<file path="config.mk">
export PLATFORM = sky130hd
export DESIGN_NAME = uart_bus_arbiter
export DESIGN_NICKNAME = d
export VERILOG_FILES = /design/src/rtl/uart_bus_arbiter.sv
export SDC_FILE = /design/constraint.sdc
export NUM_CORES = 1
export LEC_CHECK = 0
export BUFFER_PORTS_ARGS = -buffer_cell sky130_fd_sc_hd__buf_2
export CORE_UTILIZATION = 45
export CTS_BUF_LIST = sky130_fd_sc_hd__clkbuf_4
export CTS_CLUSTER_SIZE = 16
export DETAILED_ROUTE_END_ITERATION = 16
export GPL_ROUTABILITY_DRIVEN = 0
export MAX_ROUTING_LAYER = met4
export PLACE_DENSITY = 0.69
export SKIP_LAST_GASP = 1
export SYNTH_ARGS = -nofsm -noshare
export SYNTH_HDL_FRONTEND = slang
export SYNTH_SLANG_ARGS = --single-unit
</file>
<file path="constraint.sdc">
create_clock -name clk -period 3.25 [get_ports clk]
set_input_delay 0.325 -clock clk [delete_from_list [all_inputs] [get_ports clk]]
set_output_delay 0.325 -clock clk [all_outputs]
set_load 0.03 [all_outputs]
</file>
<file path="src/rtl/uart_bus_arbiter.sv">
// rtl/uart_bus_arbiter.sv - two-port round-robin arbiter and timed bus-cycle sequencer for the UART register bus
module uart_bus_arbiter #(
    parameter int STROBE_CYCLES = 2
) (
    input  logic       clk,
    input  logic       rst,
    input  logic       req0_i,
    input  logic       req1_i,
    input  logic       we0_i,
    input  logic       we1_i,
    input  logic [3:0] addr0_i,
    input  logic [3:0] addr1_i,
    input  logic [7:0] wdata0_i,
    input  logic [7:0] wdata1_i,
    output logic       ack0_o,
    output logic       ack1_o,
    output logic [7:0] rdata0_o,
    output logic [7:0] rdata1_o,
    output logic [1:0] grant_o,
    output logic [3:0] AddrBus_o,
    output logic       n_ChipSelect_o,
    output logic       n_rd_o,
    output logic       n_we_o,
    output logic [7:0] DataBus_o,
    input  logic [7:0] DataBus_i
);

    localparam logic [2:0] ST_IDLE   = 3'd0;
    localparam logic [2:0] ST_SETUP  = 3'd1;
    localparam logic [2:0] ST_STROBE = 3'd2;
    localparam logic [2:0] ST_HOLD   = 3'd3;
    localparam logic [2:0] ST_ACK    = 3'd4;

    localparam logic [3:0] CNT_LOAD = 4'(STROBE_CYCLES - 1);

    logic [2:0] state_q, state_d;
    logic [3:0] cnt_q, cnt_d;
    logic       owner_q, owner_d;
    logic       last_q, last_d;
    logic       we_q, we_d;
    logic [3:0] addr_q, addr_d;
    logic [7:0] wdata_q, wdata_d;
    logic [7:0] sample_q, sample_d;
    logic [7:0] rdata0_q, rdata0_d;
    logic [7:0] rdata1_q, rdata1_d;
    logic       ack0_q, ack0_d;
    logic       ack1_q, ack1_d;
    logic [1:0] grant_q, grant_d;
    logic       n_cs_q, n_cs_d;
    logic       n_rd_q, n_rd_d;
    logic       n_we_q, n_we_d;
    logic [3:0] abus_q, abus_d;
    logic [7:0] dbus_q, dbus_d;
    logic       win;
    logic       bus_active;
    logic       strobe_active;

    always_comb begin
        state_d  = state_q;
        cnt_d    = cnt_q;
        owner_d  = owner_q;
        last_d   = last_q;
        we_d     = we_q;
        addr_d   = addr_q;
        wdata_d  = wdata_q;
        sample_d = sample_q;
        rdata0_d = rdata0_q;
        rdata1_d = rdata1_q;
        win      = 1'b0;
        case (state_q)
            ST_IDLE: begin
                if (req0_i || req1_i) begin
                    // Under contention the port that was not served last wins.
                    win     = (req0_i && req1_i) ? ~last_q : req1_i;
                    owner_d = win;
                    we_d    = win ? we1_i    : we0_i;
                    addr_d  = win ? addr1_i  : addr0_i;
                    wdata_d = win ? wdata1_i : wdata0_i;
                    state_d = ST_SETUP;
                end
            end
            ST_SETUP: begin
                cnt_d   = CNT_LOAD;
                state_d = ST_STROBE;
            end
            ST_STROBE: begin
                if (cnt_q == 4'd0) begin
                    state_d = ST_HOLD;
                    if (!we_q) begin
                        sample_d = DataBus_i;
                    end
                end else begin
                    cnt_d = cnt_q - 4'd1;
                end
            end
            ST_HOLD: begin
                state_d = ST_ACK;
                // Read data lands on the port register together with its ack.
                if (!we_q) begin
                    if (owner_q) begin
                        rdata1_d = sample_q;
                    end else begin
                        rdata0_d = sample_q;
                    end
                end
            end
            ST_ACK: begin
                last_d  = owner_q;
                state_d = ST_IDLE;
            end
            default: begin
                state_d = ST_IDLE;
            end
        endcase
    end

    // Bus pins are decoded from the next state so every output comes straight from a flop.
    always_comb begin
        bus_active    = (state_d == ST_SETUP) || (state_d == ST_STROBE) || (state_d == ST_HOLD);
        strobe_active = (state_d == ST_STROBE);
        grant_d       = (state_d == ST_IDLE) ? 2'b00 : (owner_d ? 2'b10 : 2'b01);
        ack0_d        = (state_d == ST_ACK) && !owner_d;
        ack1_d        = (state_d == ST_ACK) && owner_d;
        n_cs_d        = !bus_active;
        abus_d        = bus_active ? addr_d : 4'h0;
        n_rd_d        = !(strobe_active && !we_d);
        n_we_d        = !(strobe_active && we_d);
        dbus_d        = ((strobe_active || (state_d == ST_HOLD)) && we_d) ? wdata_d : 8'h00;
    end

    always_ff @(posedge clk or negedge rst) begin
        if (!rst) begin
            state_q  <= ST_IDLE;
            cnt_q    <= 4'd0;
            owner_q  <= 1'b0;
            last_q   <= 1'b1;
            we_q     <= 1'b0;
            addr_q   <= 4'h0;
            wdata_q  <= 8'h00;
            sample_q <= 8'h00;
        end else begin
            state_q  <= state_d;
            cnt_q    <= cnt_d;
            owner_q  <= owner_d;
            last_q   <= last_d;
            we_q     <= we_d;
            addr_q   <= addr_d;
            wdata_q  <= wdata_d;
            sample_q <= sample_d;
        end
    end

    always_ff @(posedge clk or negedge rst) begin
        if (!rst) begin
            rdata0_q <= 8'h00;
            rdata1_q <= 8'h00;
            ack0_q   <= 1'b0;
            ack1_q   <= 1'b0;
            grant_q  <= 2'b00;
            n_cs_q   <= 1'b1;
            n_rd_q   <= 1'b1;
            n_we_q   <= 1'b1;
            abus_q   <= 4'h0;
            dbus_q   <= 8'h00;
        end else begin
            rdata0_q <= rdata0_d;
            rdata1_q <= rdata1_d;
            ack0_q   <= ack0_d;
            ack1_q   <= ack1_d;
            grant_q  <= grant_d;
            n_cs_q   <= n_cs_d;
            n_rd_q   <= n_rd_d;
            n_we_q   <= n_we_d;
            abus_q   <= abus_d;
            dbus_q   <= dbus_d;
        end
    end

    assign ack0_o         = ack0_q;
    assign ack1_o         = ack1_q;
    assign rdata0_o       = rdata0_q;
    assign rdata1_o       = rdata1_q;
    assign grant_o        = grant_q;
    assign AddrBus_o      = abus_q;
    assign n_ChipSelect_o = n_cs_q;
    assign n_rd_o         = n_rd_q;
    assign n_we_o         = n_we_q;
    assign DataBus_o      = dbus_q;

endmodule
</file>
# Yosys cells after proc, flatten, opt, wreduce, memory -nomap -nowiden
# Index checks and enable logic that the tools add are counted.
[totals]
elab_cells = 75
in_bits = 38
ff_bits = 65
out_inout_bits = 35
[op_classes]
n_reduce_logical = 23
n_bitwise = 3
n_eq_ne = 9
mux = 21
n_addsub = 1
[op_table]
columns = ["cell", "n"]
rows = [
  ["$mux W8", 4],
  ["$mux W4", 5],
  ["$eq A3 B2 Y1 const B", 4],
  ["$pmux W3 S4", 1],
  ["$reduce_and A3 Y1", 3],
  ["$pmux W4 S2", 1],
  ["$eq A3 B1 Y1 const B", 2],
  ["$eq A3 B3 Y1 const B", 2],
  ["$logic_and A1 B1 Y1", 6],
  ["$logic_not A3 Y1", 2],
  ["$mux W1", 6],
  ["$mux W3", 2],
  ["$logic_not A1 Y1", 5],
  ["$logic_not A4 Y1", 1],
  ["$logic_or A1 B1 Y1", 4],
  ["$mux W2", 2],
  ["$sub A4 B1 Y4 const B", 1],
  ["$not A1 Y1", 3],
  ["$ne A2 B2 Y1 const B", 1],
  ["$reduce_and A2 Y1", 1],
  ["$reduce_bool A2 Y1", 1],
]

# Longest topological paths before layout
[depth]
ltp_word = 8
depth_mapped = 6
ltp_nobuf = 5

# Least setup slack after synthesis
# OpenSTA, ideal clock, no wires.
[synth_path]
path_kind = "register -> register"
start = "register cnt_q[0]"
end = "register sample_q[0]"
required_ps = 3125
synth_period_minus_slack_ps = 1906
path_slack_ps = 1344
path_buffers = 1
arrival_time_ps = 1781
path_stages_with_launch = 7
setup_ps = 125
path_cell_list = "dfrtp_1 -> inv_1 -> ha_1 -> or3b_2 -> buf_6 -> nor3_4 -> mux2_2"
[synth_via]
elab_chain_len = 2
[synth_rtl]
columns = ["element", "line_no", "source"]
rows = [
  ["start, declared", "37", "logic [3:0] cnt_q, cnt_d;"],
  ["start signal, assigned", "143", "cnt_q <= cnt_d;"],
  ["$logic_not A4 Y1", "87", "if (cnt_q == 4'd0) begin"],
  ["$reduce_and A3 Y1 (no line)", "--", ""],
  ["end signal, assigned", "149", "sample_q <= sample_d;"],
  ["end, declared", "43", "logic [7:0] sample_q, sample_d;"],
]
# Every way passes these cells.
# A chain may end at the register's enable or synchronous reset.

# Worst setup path in the final report
[layout_path]
start = "register cnt_q[0]"
end = "register sample_q[3]"
# Same word-level chain as after synthesis.

==> reports/qor.csv <==
metric,value,unit
Max Slew Vio Count,0,
Mapped Area,2670,um2
wire length per cell,13.9,um
core area,5610,um2
Buf/Inv on CP,1,
setup_tns,0,ns
Worst R2R Path Depth,5,
synthesized flop and latch total,65,
clock latency on the worst-skew pair,0.40,ns
Critical Path RT,3.53,ns
most frequent cells in the layout,"buf_2 (72), dfrtp_1 (61), mux2_2 (43)",
crit end category,flop,
critical path arrival,2.25,ns
GR Util met1,0.233,
post-route clock period utilization,0.607,
Post-synth ARST share,1.00,
dpl hpwl,3.36,mm
sequential share of the synthesized area,0.612,
share of cells above drive strength 1,0.534,
PortBufs,72,
Setup Crit Path Kind,reg -> reg,
grt total ovfl,0,
min-delay worst type,in -> reg,
Die Area,6230,um2
fillers,493,
GR Util met2,0.256,
met3 GRT Util,0.0460,
first-pass GRT wire length,8.07,mm
clock root buffer master,clkbuf_4,
number of synthesized flops with an enable pin,0,
Worst-Margin Slew,1.02,ns
largest net degree at the start of global routing,35,
die width,79.0,um
initial antenna violation count,0,
skew final,0.0233,ns
min cycle time layout,1.97,ns
total I/O pin count,73,
DRC violations left,0,
slowest CP cell,or3b_2,
Final Util,0.571,
Final Hold Vio Count,0,
CP max stage delay,0.52,ns
post_cts resized,0,
setup-violating endpoint count in the final report,0,
die span in y,79.0,um
Most Crowded Layer GR,met2,
Max Root-Sink Buffers,2,
H-tree levels,3,
antenna fix cells,0,
Avg Synthesized Cell Area,14.3,um2
CP startpoint kind,flop,
DRT iter0 DRCs,82,
post-route ant nets,0,
Critical Path End,sample_q[3],
synthesis-to-layout area growth,20.2,%
vias in the first global route,1682,
pwr dens,1050,nW/um2
max cap viols,0,
RSZ-0062 raised after global routing,false,
Vias,1674,
status,completed,
Worst-path clk slew,0.12,ns
R2R Setup Slk,1.28,ns
Global Route Usage Sum,0.179,
cells after synthesis,187,
net count after synthesis,226,
Crit path max-delay family,simple AND/OR/NAND/NOR gates,
Final nets,302,
main flop type after synthesis,dfrtp_1,
cell breakdown of the critical path,inv_1 > ha_1 > or3b_2 > nor3_4 > mux2_2,
Slew HR,0.319,
start point of the critical path,cnt_q[0],
Rows,27,
Setup Buffers After CTS,0,
post-synth cell types,39,
CTS tree,built,
R2R Path Start,cnt_q[0],
TritonCTS Sinks,65,
R2R Path End,sample_q[3],
"commonest non-fill, non-tap cell in the layout",buf_2,
detailed-router iteration count before antenna repair,4,
worst hold stages,2,
WP depth,5,
yosys warns,0,
Max IR drop VDD,0.460,mV
Leak,1.58,nW
f_max,507,MHz
detailed-route wire length,4.73,mm
Initial Utilization,0.475,
cts bufs inserted,9,
DR vias/cell,4.92,
Crit Path Max Fanout,8,
-- metrics by stage --
stage	cells	total power, mW	worst slack, ns	cell area (um2)	hold slack (ns)
6_report	340	3.37	1.28	3200	0.150
5_1_grt	340	3.60	1.16	3200	0.127
4_1_cts	340	3.42	1.25	3200	0.133
3_5_place_dp	323	2.90	1.25	3060	0.414
3_3_place_gp	323	2.87	1.28	3060	0.416
2_1_floorplan	187	2.55	1.34	2670	0.0294
-- registers in the layout (all words and copies together), names as in the netlist, 3 cells and up --
signal,count
AddrBus_o,4
DataBus_o,8
addr_q,4
cnt_q,4
rdata0_o,8
rdata1_o,8
sample_q,8
state_q,3
wdata_q,8
-- Yosys cell counts (3+ instances only) --
cell type	count	area [um2]
buf_2	3	15.0
nor2_1	5	18.8
dfrtp_1	61	1530
nand2_1	4	15.0
dfstp_2	4	105
and3_1	8	50.1
inv_1	8	30.0
mux2i_1	9	90.1
buf_6	3	33.8
o2bb2ai_1	4	35.0
mux2_2	43	484
clkbuf_1	3	11.3
-- worst min path at each step --
| stage | start | end |
|---|---|---|
| floorplan | rst | AddrBus_o[0] |
| global placement | rst | AddrBus_o[3] |
| detailed placement | rst | AddrBus_o[3] |
| CTS | DataBus_i[2] | sample_q[2] |
| global route | DataBus_i[7] | sample_q[7] |
| finish | DataBus_i[2] | sample_q[2] |
-- cells by family after synthesis --
group                      after synthesis  share of synthesized area
buffers and inverters                   18                     0.0366
muxes                                   52                      0.215
AOI/OAI and AO/OA                       17                     0.0493
adders and majority gates                1                    0.00469
xor gates and xnor gates                 1                    0.00329
and+or+nand+nor                         33                     0.0784
DFF                                     65                      0.612
-- where the power goes --
| part | switching [mW] | leakage, nW | internal, mW | total, mW |
|---|---|---|---|---|
| sequential | 0.225 | 0.791 | 1.20 | 1.43 |
| combinational | 0.856 | 0.716 | 0.578 | 1.43 |
| clock | 0.266 | 0.0757 | 0.245 | 0.511 |
-- timing repair --
item	CTS	global route
endpoints found under the hold margin	30	0
setup endpoints to repair	0	0
hold buffers	1	0
-- final cells by class --
| class | instances | area (um2) | share of cell area |
|---|---|---|---|
| clock inverters | 5 | 47.5 | 0.0148 |
| flip-flops and latches | 65 | 1630 | 0.509 |
| multi-input cells | 104 | 936 | 0.292 |
| clock buffers | 11 | 82.6 | 0.0258 |
| inverters | 8 | 30.0 | 0.00938 |
| repair buffers | 75 | 385 | 0.120 |
| well taps | 72 | 90.1 | 0.0281 |
-- layer usage --
layer	vias up	routed length, um
met5	-	0
met4	0	118
met3	12	227
met2	44	2100
met1	803	2280
li1	815	-
Power figures use the tool's default switching activity.
